`src/rtl/acumulador_ula.sv`:
```
// Control and result stage around the 8-bit ULA: accumulator, command/result handshakes, sticky overflow.
// Optional macro ACUMULADOR_CONTA_OVF_EN adds the saturating ovf_contagem counter output.
module acumulador_ula #(
   parameter int BITS = 8
) (
   input  logic            clock,
   input  logic            reset_n,
   input  logic            cmd_valid,
   output logic            cmd_ready,
   input  logic [1:0]      cmd_op,
   input  logic [BITS-1:0] cmd_operando,
   input  logic            cmd_carrega,
   output logic [BITS-1:0] ula_A,
   output logic [BITS-1:0] ula_B,
   output logic [1:0]      ula_F,
   input  logic [BITS-1:0] ula_Saida,
   input  logic            ula_FLAG_O,
   output logic            res_valid,
   input  logic            res_ready,
   output logic [BITS-1:0] res_dado,
   output logic            res_ovf,
   output logic            ovf_sticky,
`ifdef ACUMULADOR_CONTA_OVF_EN
   output logic [7:0]      ovf_contagem,
`endif
   input  logic            limpa_ovf
);

   typedef enum logic [1:0] {OCIOSO, EXECUTA, RESULTADO} estado_t;

   estado_t         estado_q, estado_d;
   logic [BITS-1:0] acc_q, acc_d;
   logic [BITS-1:0] opnd_q, opnd_d;
   logic [1:0]      op_q, op_d;
   logic            res_ovf_q, res_ovf_d;
   logic            sticky_q, sticky_d;
   logic            captura_ovf;

   assign captura_ovf = (estado_q == EXECUTA) && ula_FLAG_O;

   always_comb begin
      estado_d  = estado_q;
      acc_d     = acc_q;
      opnd_d    = opnd_q;
      op_d      = op_q;
      res_ovf_d = res_ovf_q;
      case (estado_q)
         OCIOSO: begin
            if (cmd_valid) begin
               if (cmd_carrega) begin
                  acc_d     = cmd_operando;
                  res_ovf_d = 1'b0;
                  estado_d  = RESULTADO;
               end else begin
                  opnd_d   = cmd_operando;
                  op_d     = cmd_op;
                  estado_d = EXECUTA;
               end
            end
         end
         EXECUTA: begin
            acc_d     = ula_Saida;
            res_ovf_d = ula_FLAG_O;
            estado_d  = RESULTADO;
         end
         RESULTADO: begin
            if (res_ready) estado_d = OCIOSO;
         end
         default: estado_d = OCIOSO;
      endcase
   end

   // A coinciding capture overrides the clear.
   always_comb begin
      sticky_d = sticky_q;
      if (limpa_ovf)   sticky_d = 1'b0;
      if (captura_ovf) sticky_d = 1'b1;
   end

   always_ff @(posedge clock or negedge reset_n) begin
      if (!reset_n) begin
         estado_q  <= OCIOSO;
         acc_q     <= '0;
         opnd_q    <= '0;
         op_q      <= 2'd0;
         res_ovf_q <= 1'b0;
         sticky_q  <= 1'b0;
      end else begin
         estado_q  <= estado_d;
         acc_q     <= acc_d;
         opnd_q    <= opnd_d;
         op_q      <= op_d;
         res_ovf_q <= res_ovf_d;
         sticky_q  <= sticky_d;
      end
   end

`ifdef ACUMULADOR_CONTA_OVF_EN
   logic [7:0] cont_q, cont_d;

   always_comb begin
      cont_d = cont_q;
      if (captura_ovf) begin
         if (limpa_ovf)             cont_d = 8'd1;
         else if (cont_q != 8'hFF)  cont_d = cont_q + 8'd1;
      end else if (limpa_ovf) begin
         cont_d = 8'd0;
      end
   end

   always_ff @(posedge clock or negedge reset_n) begin
      if (!reset_n) cont_q <= 8'd0;
      else          cont_q <= cont_d;
   end

   assign ovf_contagem = cont_q;
`endif

   assign cmd_ready  = (estado_q == OCIOSO);
   assign res_valid  = (estado_q == RESULTADO);
   assign res_dado   = acc_q;
   assign res_ovf    = res_ovf_q;
   assign ovf_sticky = sticky_q;
   assign ula_A      = acc_q;
   assign ula_B      = opnd_q;
   assign ula_F      = op_q;

endmodule

```
`config.mk`:
```
export PLATFORM = sky130hd
export DESIGN_NAME = acumulador_ula
export DESIGN_NICKNAME = d
export VERILOG_FILES = /design/src/rtl/acumulador_ula.sv
export SDC_FILE = /design/constraint.sdc
export NUM_CORES = 1
export LEC_CHECK = 0
export BUFFER_PORTS_ARGS = -buffer_cell sky130_fd_sc_hd__buf_2
export CAP_MARGIN = 20
export CORE_UTILIZATION = 40
export CTS_BUF_LIST = sky130_fd_sc_hd__clkbuf_8
export DETAILED_ROUTE_END_ITERATION = 12
export GPL_TIMING_DRIVEN = 0
export PLACE_DENSITY_LB_ADDON = 0.2
export SLEW_MARGIN = 20
export SYNTH_ARGS = -nofsm -noshare
export SYNTH_HDL_FRONTEND = slang
export SYNTH_SLANG_ARGS = --single-unit
```
`constraint.sdc`:
```
create_clock -name clock -period 1.35 [get_ports clock]
set_input_delay 0.27 -clock clock [delete_from_list [all_inputs] [get_ports clock]]
set_output_delay 0.27 -clock clock [all_outputs]
set_load 0.02 [all_outputs]
```
==> reports/metrics.yaml, run 1 <==
logic_synthesis:
  synth_compound_gate_area_share: 0.101
  synth_top_cells_by_area: "dfrtp_1 (53%), mux2_4 (13%), mux2i_1 (7.8%)"
  synth_warnings: 0
  yosysTopAreaCellShare: 0.533
  synth-simple-area-share: 0.0545
  synth_top_family_by_area: "multiplexers"
  synthMuxAreaShare: 0.219
  syn-num-nets: 106
  synth_unique_cells: 18
  syn_area_per_cell_um2: 12.7
  yosysSeqAreaShare: 0.533
  postSynthRegisterBits: 22
  netlist_instances: 81
  yosys.area_share.xor_xnor: 0
  syn-cell-area_mm2: 0.00103
  synth_top_area_cell: "dfrtp_1"
  synth_fa_ha_area_frac: 0
placement:
  placedCellCount: 165
  detailed_place_hpwl_mm: 1.53
  dp_slack_ps: -84.4
  placement.io_buffers: 54
  gpl.final_weighted_congestion: 0.715
power_and_ir_drop:
  vdd_drop_max_v: 0.00109
  power.density_cell_area_mw_per_mm2: 1860
  total_chip_power_mw: 2.81
  p_leak_nw: 0.775
finish:
  post_route_cells_drive_above_1_share: 0.646
  post-route-util: 0.614
  number_of_fill_cells_in_the_layout: 217
  instances_no_fill: 177
  antennaDiodeCount: 0
  multi_input_area_um2: 418
  sequential_cell_area_um2: 553
  syn2layout_area_growth_pct: 46.1
  final_nets: 173
critical_path:
  timing.critical_path.slowest_cell_delay_ps: 440
  path_cells: "nor4b_4, buf_6, mux2_4"
  setup_slack_of_the_worst_register_to_register_path_ps: -60
  critPathArrivalTime_ps: 1550
  cp_slowest_cell: "dfrtp_2"
  critPathRequiredTime_ps: 1490
  r2r_end: "ula_B[2]"
  critPathBufInv: 1
  critical_path.top_delay_family: "flip-flops"
  worst_r2r_startpoint: "estado_q[1]"
  critical_path_peak_fanout: 5
  ff2ff_path_depth: 3
  setup.worst_path.class: "register to register"
  cp-end-kind: "register"
  cp-start-kind: "register"
global_routing:
  grt_start_max_net_pins: 23
  globalRouteOverflowTotal: 0
  grt_pass1_wl_mm: 3.44
  grt_usage: 0.172
  vias_in_the_first_global_route: 739
  number_of_antenna_violations_at_the_first_check_in_global_routing: 0
routing:
  drt_pass1_iterations: 4
  detail_route.drc_violations: 0
  initialDrtViolationCount: 5
  post_drt_wl_per_cell_um: 12.5
  final_antenna_net_count: 0
  num_vias: 845
  drt_wl_total_mm: 2.22
  routed_via_density: 4.77
die:
  coreArea_mm2: 0.00245
  die-width_um: 52.8
  die_area_mm2: 0.00279
  dieHeight_um: 52.8
  row_cnt: 18
  initial_utilization: 0.420
  io-pin-count: 55
clock_tree:
  clk_transition_reported_paths_ps: 80
  clock_insertion_delay_worst_skew_ps: 250
  ctsLongestPathBuffers: 2
  cts_tree: "built"
  h-tree-depth: 1
  cts.root.buffer_cell: "clkbuf_8"
  cts.sink_count: 22
  numCtsBuffers: 3
status:
  failed_checks: "negative setup slack"
  outcome: "finished with violations"
timing:
  fin_crit_ps: 1410
  max-slew-margin-rel: 0.670
  final.setup.tns_ps: -470
  tightest_slew_ps: 495
  fin_ws_ps: -55.5
  timing.final.crit_share: 1.04
  slew_violations: 0
  rsz0062_at_grt: "yes"
  fin_skew_ps: 1.98
  final_hold_viol_count: 0
  timing.final.setup_violations: 12
  fmax_mhz: 711
worst_hold_path:
  holdCritPathClass: "primary input to register"
  hold_path_depth: 2
  worstHoldEndpoint: "ovf_sticky"
  worst_hold_startpoint: "limpa_ovf"
run:
  drv.max_cap_violation_count: 0
-- worst reg2reg max path, cell delays in order, from the launching register on --
cell	delay, ps
dfrtp_2	440
nor4b_4	360
buf_6	190
mux2_4	300
-- through the flow --
| stage | hold WS (ps) | cell area [um^2] |
|---|---|---|
| 3_5_place_dp | 270 | 1340 |
| 5_1_grt | 181 | 1510 |
| 4_1_cts | 185 | 1460 |
| 6_report | 186 | 1510 |
| 2_1_floorplan | -25.6 | 1030 |
| 3_3_place_gp | 256 | 1340 |
-- area by class of cell --
type / count / area share
sequential: 22 / 0.367
multi-input combinational: 45 / 0.277
timing repair buffer: 62 / 0.227
buffer: 12 / 0.0631
clock buffer: 4 / 0.0365
tap: 30 / 0.0249
inverter: 2 / 0.00498
-- worst max-delay path by stage --
stage                startpoint        to  slack, ps  cells after the start
finish              estado_q[1]  ula_B[2]        -60                      3
global placement    estado_q[0]  ula_B[4]        -70                      3
CTS                 estado_q[1]  ula_B[2]        -80                      3
floorplan           estado_q[0]  ula_B[0]        0.8                      3
global route        estado_q[0]  ula_B[1]       -120                      3
detailed placement  estado_q[0]  ula_F[1]        -80                      3
-- synth_stat cells (all sizes together) --
cell / number
inv: 2
nor2b: 1
or2: 1
clkbuf: 1
o21ai: 19
buf: 11
nor2: 1
nor4b: 1
mux2i: 8
a21oi: 1
mux2: 10
dfrtp: 22
nand2: 2
nand2b: 1
-- cell usage in the layout (no fill, tap or decap), types with 2 or more instances in the layout --
master    Yosys  final
dfrtp_1      22     20
inv_1         2      2
buf_4         9     16
mux2_4        9     10
buf_6         1      3
dfrtp_2       0      2
o21ai_0       8      8
nand2_1       2      2
o21ai_1      11     10
mux2i_1       8      7
clkbuf_8      0      4
buf_2         1     53
-- flip-flops by register name (all words and copies together), names as in the netlist --
signal / cells
estado_q: 2
ovf_sticky: 1
res_dado: 8
res_ovf: 1
ula_B: 8
ula_F: 2
-- kinds of logic (layout without fill, tap and decap cells) --
group	after synthesis	after routing
AO/OA/AOI/OAI	20	20
multiplexers	18	18
buffers and inverters	14	80
flip-flops	22	22
AND/OR/NAND/NOR	7	7
-- report_power, final --
group	switching (mW)	total (mW)	internal [mW]
combinational	0.717	1.34	0.623
clock	0.205	0.464	0.259
sequential	0.133	1.01	0.872
total	1.05	2.81	1.75
-- layer usage --
metal | GRT usage | vias up | wire length (um)
met3 | 0.0261 | 2 | 112
met2 | 0.276 | 27 | 1140
li1 | - | 406 | -
met4 | 0.0526 | 0 | 14
met1 | 0.236 | 410 | 950
met5 | 0 | - | 0
-- what timing repair did --
action,CTS,global route
hold buffers,1,0
gates cloned,1,0
endpoints found under the setup margin,20,21
setup buffers,3,3
endpoints found under the hold margin,22,0
resized for setup,9,6
pin swaps,1,0
(Power assumes the default switching activity.)
==> run 2: changes to the inputs <==
--- a/config.mk
+++ b/config.mk
@@ -12,6 +12,7 @@
 export DETAILED_ROUTE_END_ITERATION = 12
 export GPL_TIMING_DRIVEN = 0
 export PLACE_DENSITY_LB_ADDON = 0.2
+export RECOVER_POWER = 50
 export SLEW_MARGIN = 20
 export SYNTH_ARGS = -nofsm -noshare
 export SYNTH_HDL_FRONTEND = slang
==> run 2 against run 1 <==
  * The run still ends with negative setup slack left
  * Final cell count did not move
  * Utilization fell by 0.36 points
  * Non-clock buffer count did not move
  * Die area did not move
  * Power fell by 0.61%
  * Worst setup slack got worse by 0.53 ps
  * First-iteration DRC count fell by 20%
  * Clock skew fell by 0.53 ps
  * Critical path depth did not move
  * Register-to-register slack barely moved
  * Count of clock-buffer cells in the layout did not move
  * Critical endpoint unchanged
  * Highest routed layer unchanged
==> reports/metrics.yaml, run 2 (synthesis results as in run 1) <==
die:
  coreArea_mm2: 0.00245  # unchanged
  die-width_um: 52.8  # unchanged
  initial_utilization: 0.420  # unchanged
  dieHeight_um: 52.8  # unchanged
  io-pin-count: 55  # unchanged
  die_area_mm2: 0.00279  # unchanged
  row_cnt: 18  # unchanged
routing:
  num_vias: 845  # unchanged
  drt_pass1_iterations: 4  # unchanged
  initialDrtViolationCount: 4  # -1
  drt_wl_total_mm: 2.23  # +0.45%
  final_antenna_net_count: 0  # unchanged
  routed_via_density: 4.77  # unchanged
  post_drt_wl_per_cell_um: 12.6  # +0.45%
  detail_route.drc_violations: 0  # unchanged
clock_tree:
  clock_insertion_delay_worst_skew_ps: 250  # about the same
  numCtsBuffers: 3  # unchanged
  clk_transition_reported_paths_ps: 80  # about the same
  cts.root.buffer_cell: "clkbuf_8"
  h-tree-depth: 1  # unchanged
  cts.sink_count: 22  # unchanged
  cts_tree: "built"
  ctsLongestPathBuffers: 2  # unchanged
critical_path:
  ff2ff_path_depth: 3  # unchanged
  critPathArrivalTime_ps: 1550  # about the same
  cp-start-kind: "register"
  cp-end-kind: "register"
  critPathRequiredTime_ps: 1490  # about the same
  timing.critical_path.slowest_cell_delay_ps: 440  # about the same
  setup.worst_path.class: "register to register"
  path_cells: "nor4b_4, buf_6, mux2_4"
  critical_path_peak_fanout: 5  # unchanged
  cp_slowest_cell: "dfrtp_2"
finish:
  most_used_cells_in_the_layout_excluding_fill_and_tap_cells: "buf_2 (45), dfrtp_1 (20), buf_4 (16), o21ai_1 (10), mux2_4 (10)"
  fin_area_mm2: 0.00150  # -0.58%
  post_route_cells_drive_above_1_share: 0.599  # -0.0476
  layout_commonest_cell: "buf_2"
  antennaDiodeCount: 0  # unchanged
  final_nets: 173  # unchanged
  syn2layout_area_growth_pct: 45.2
  instances_no_fill: 177  # unchanged
timing:
  fin_ws_ps: -56.1  # -0.532 ps
  fin_crit_ps: 1410  # +0.532 ps
  timing.final.setup_violations: 12  # unchanged
  rsz0062_at_grt: "yes"
  fmax_mhz: 711  # about the same
  fin_worst_hold_slack_ps: 186  # +0.599 ps
  timing.final.crit_share: 1.04  # about the same
  tightest_slew_ps: 553  # +57.3 ps
  slew_violations: 0  # unchanged
  fin_skew_ps: 1.45  # -0.533 ps
  final_hold_viol_count: 0  # unchanged
  max-slew-margin-rel: 0.631  # -0.0382
status:
  failed_checks: "negative setup slack"
  outcome: "finished with violations"
global_routing:
  number_of_antenna_violations_at_the_first_check_in_global_routing: 0  # unchanged
  grt_start_max_net_pins: 23  # unchanged
  grt_usage: 0.172  # unchanged
  vias_in_the_first_global_route: 739  # unchanged
  globalRouteOverflowTotal: 0  # unchanged
  grt_pass1_wl_mm: 3.44  # unchanged
placement:
  placed_cell_area_mm2: 0.00134  # unchanged
  placement.io_buffers: 54  # unchanged
  dp_slack_ps: -84.4  # unchanged
  placedCellCount: 165  # unchanged
  gpl.final_weighted_congestion: 0.715  # unchanged
  detailed_place_hpwl_mm: 1.53  # unchanged
worst_hold_path:
  holdCritPathClass: "primary input to register"
  hold_path_depth: 2  # unchanged
power_and_ir_drop:
  p_leak_nw: 0.754  # -2.8%
  power.density_cell_area_mw_per_mm2: 1860  # about the same
  vdd_drop_max_v: 0.00108  # -0.26%
run:
  drv.max_cap_violation_count: 0  # unchanged
## run 2: path summary, 6_finish.rpt
kind | endpoint | slack [ps] | from
hold / removal | ovf_sticky | 190 | limpa_ovf
max in group asynchronous | estado_q[0] | 420 | reset_n
setup / recovery | ula_B[2] | -60 | estado_q[1]
min in group asynchronous | ula_B[3] | 530 | reset_n
setup reg to reg | ula_B[2] | -60 | estado_q[1]
hold reg to reg | res_ovf | 500 | res_ovf
## run 2: metal layers
| layer | wire (um) | share of wire | track usage |
|---|---|---|---|
| met2 | 1140 | 0.51 | 0.276 |
| met5 | 0 | 0 | 0 |
| met1 | 960 | 0.43 | 0.236 |
| met3 | 113 | 0.051 | 0.0261 |
| met4 | 14 | 0.0063 | 0.0526 |
## run 2: worst max-delay path, delay by kind of cell, from the launching register on
kind | cells | cell delay [ps]
DFF | 1 | 440
and+or+nand+nor | 1 | 360
muxes | 1 | 300
buffers and inverters | 1 | 190
## run 2: cell type report
type,count,area [um^2]
fill,221,956
timing repair buffer,62,333
tap,30,37.5
buffer,12,95.1
clock buffer,4,55.1
multi-input combinational,45,418
sequential,22,553
inverter,2,7.51
## run 2: per-stage QoR
stage	util	total power, mW	setup TNS [ps]
2_1_floorplan	-	1.85	0
3_3_place_gp	0.546	2.24	-642
3_5_place_dp	0.546	2.27	-830
4_1_cts	0.595	2.80	-856
5_1_grt	0.611	2.97	-1150
6_report	0.611	2.79	-470
## run 2: power breakdown
group | total (mW) | internal (mW) | switching, mW | leakage [nW]
clock network | 0.463 | 0.259 | 0.204 | 0.0288
registers | 1.01 | 0.872 | 0.134 | 0.266
logic | 1.32 | 0.605 | 0.718 | 0.458
total | 2.79 | 1.74 | 1.06 | 0.754
## run 2: timing repair
item,4_1_cts,5_1_grt
gates cloned,1,0
resized for setup,9,6
endpoints found under the hold margin,22,0
pin swaps,1,0
hold buffers,1,0
endpoints found under the setup margin,20,21
setup buffers,3,3
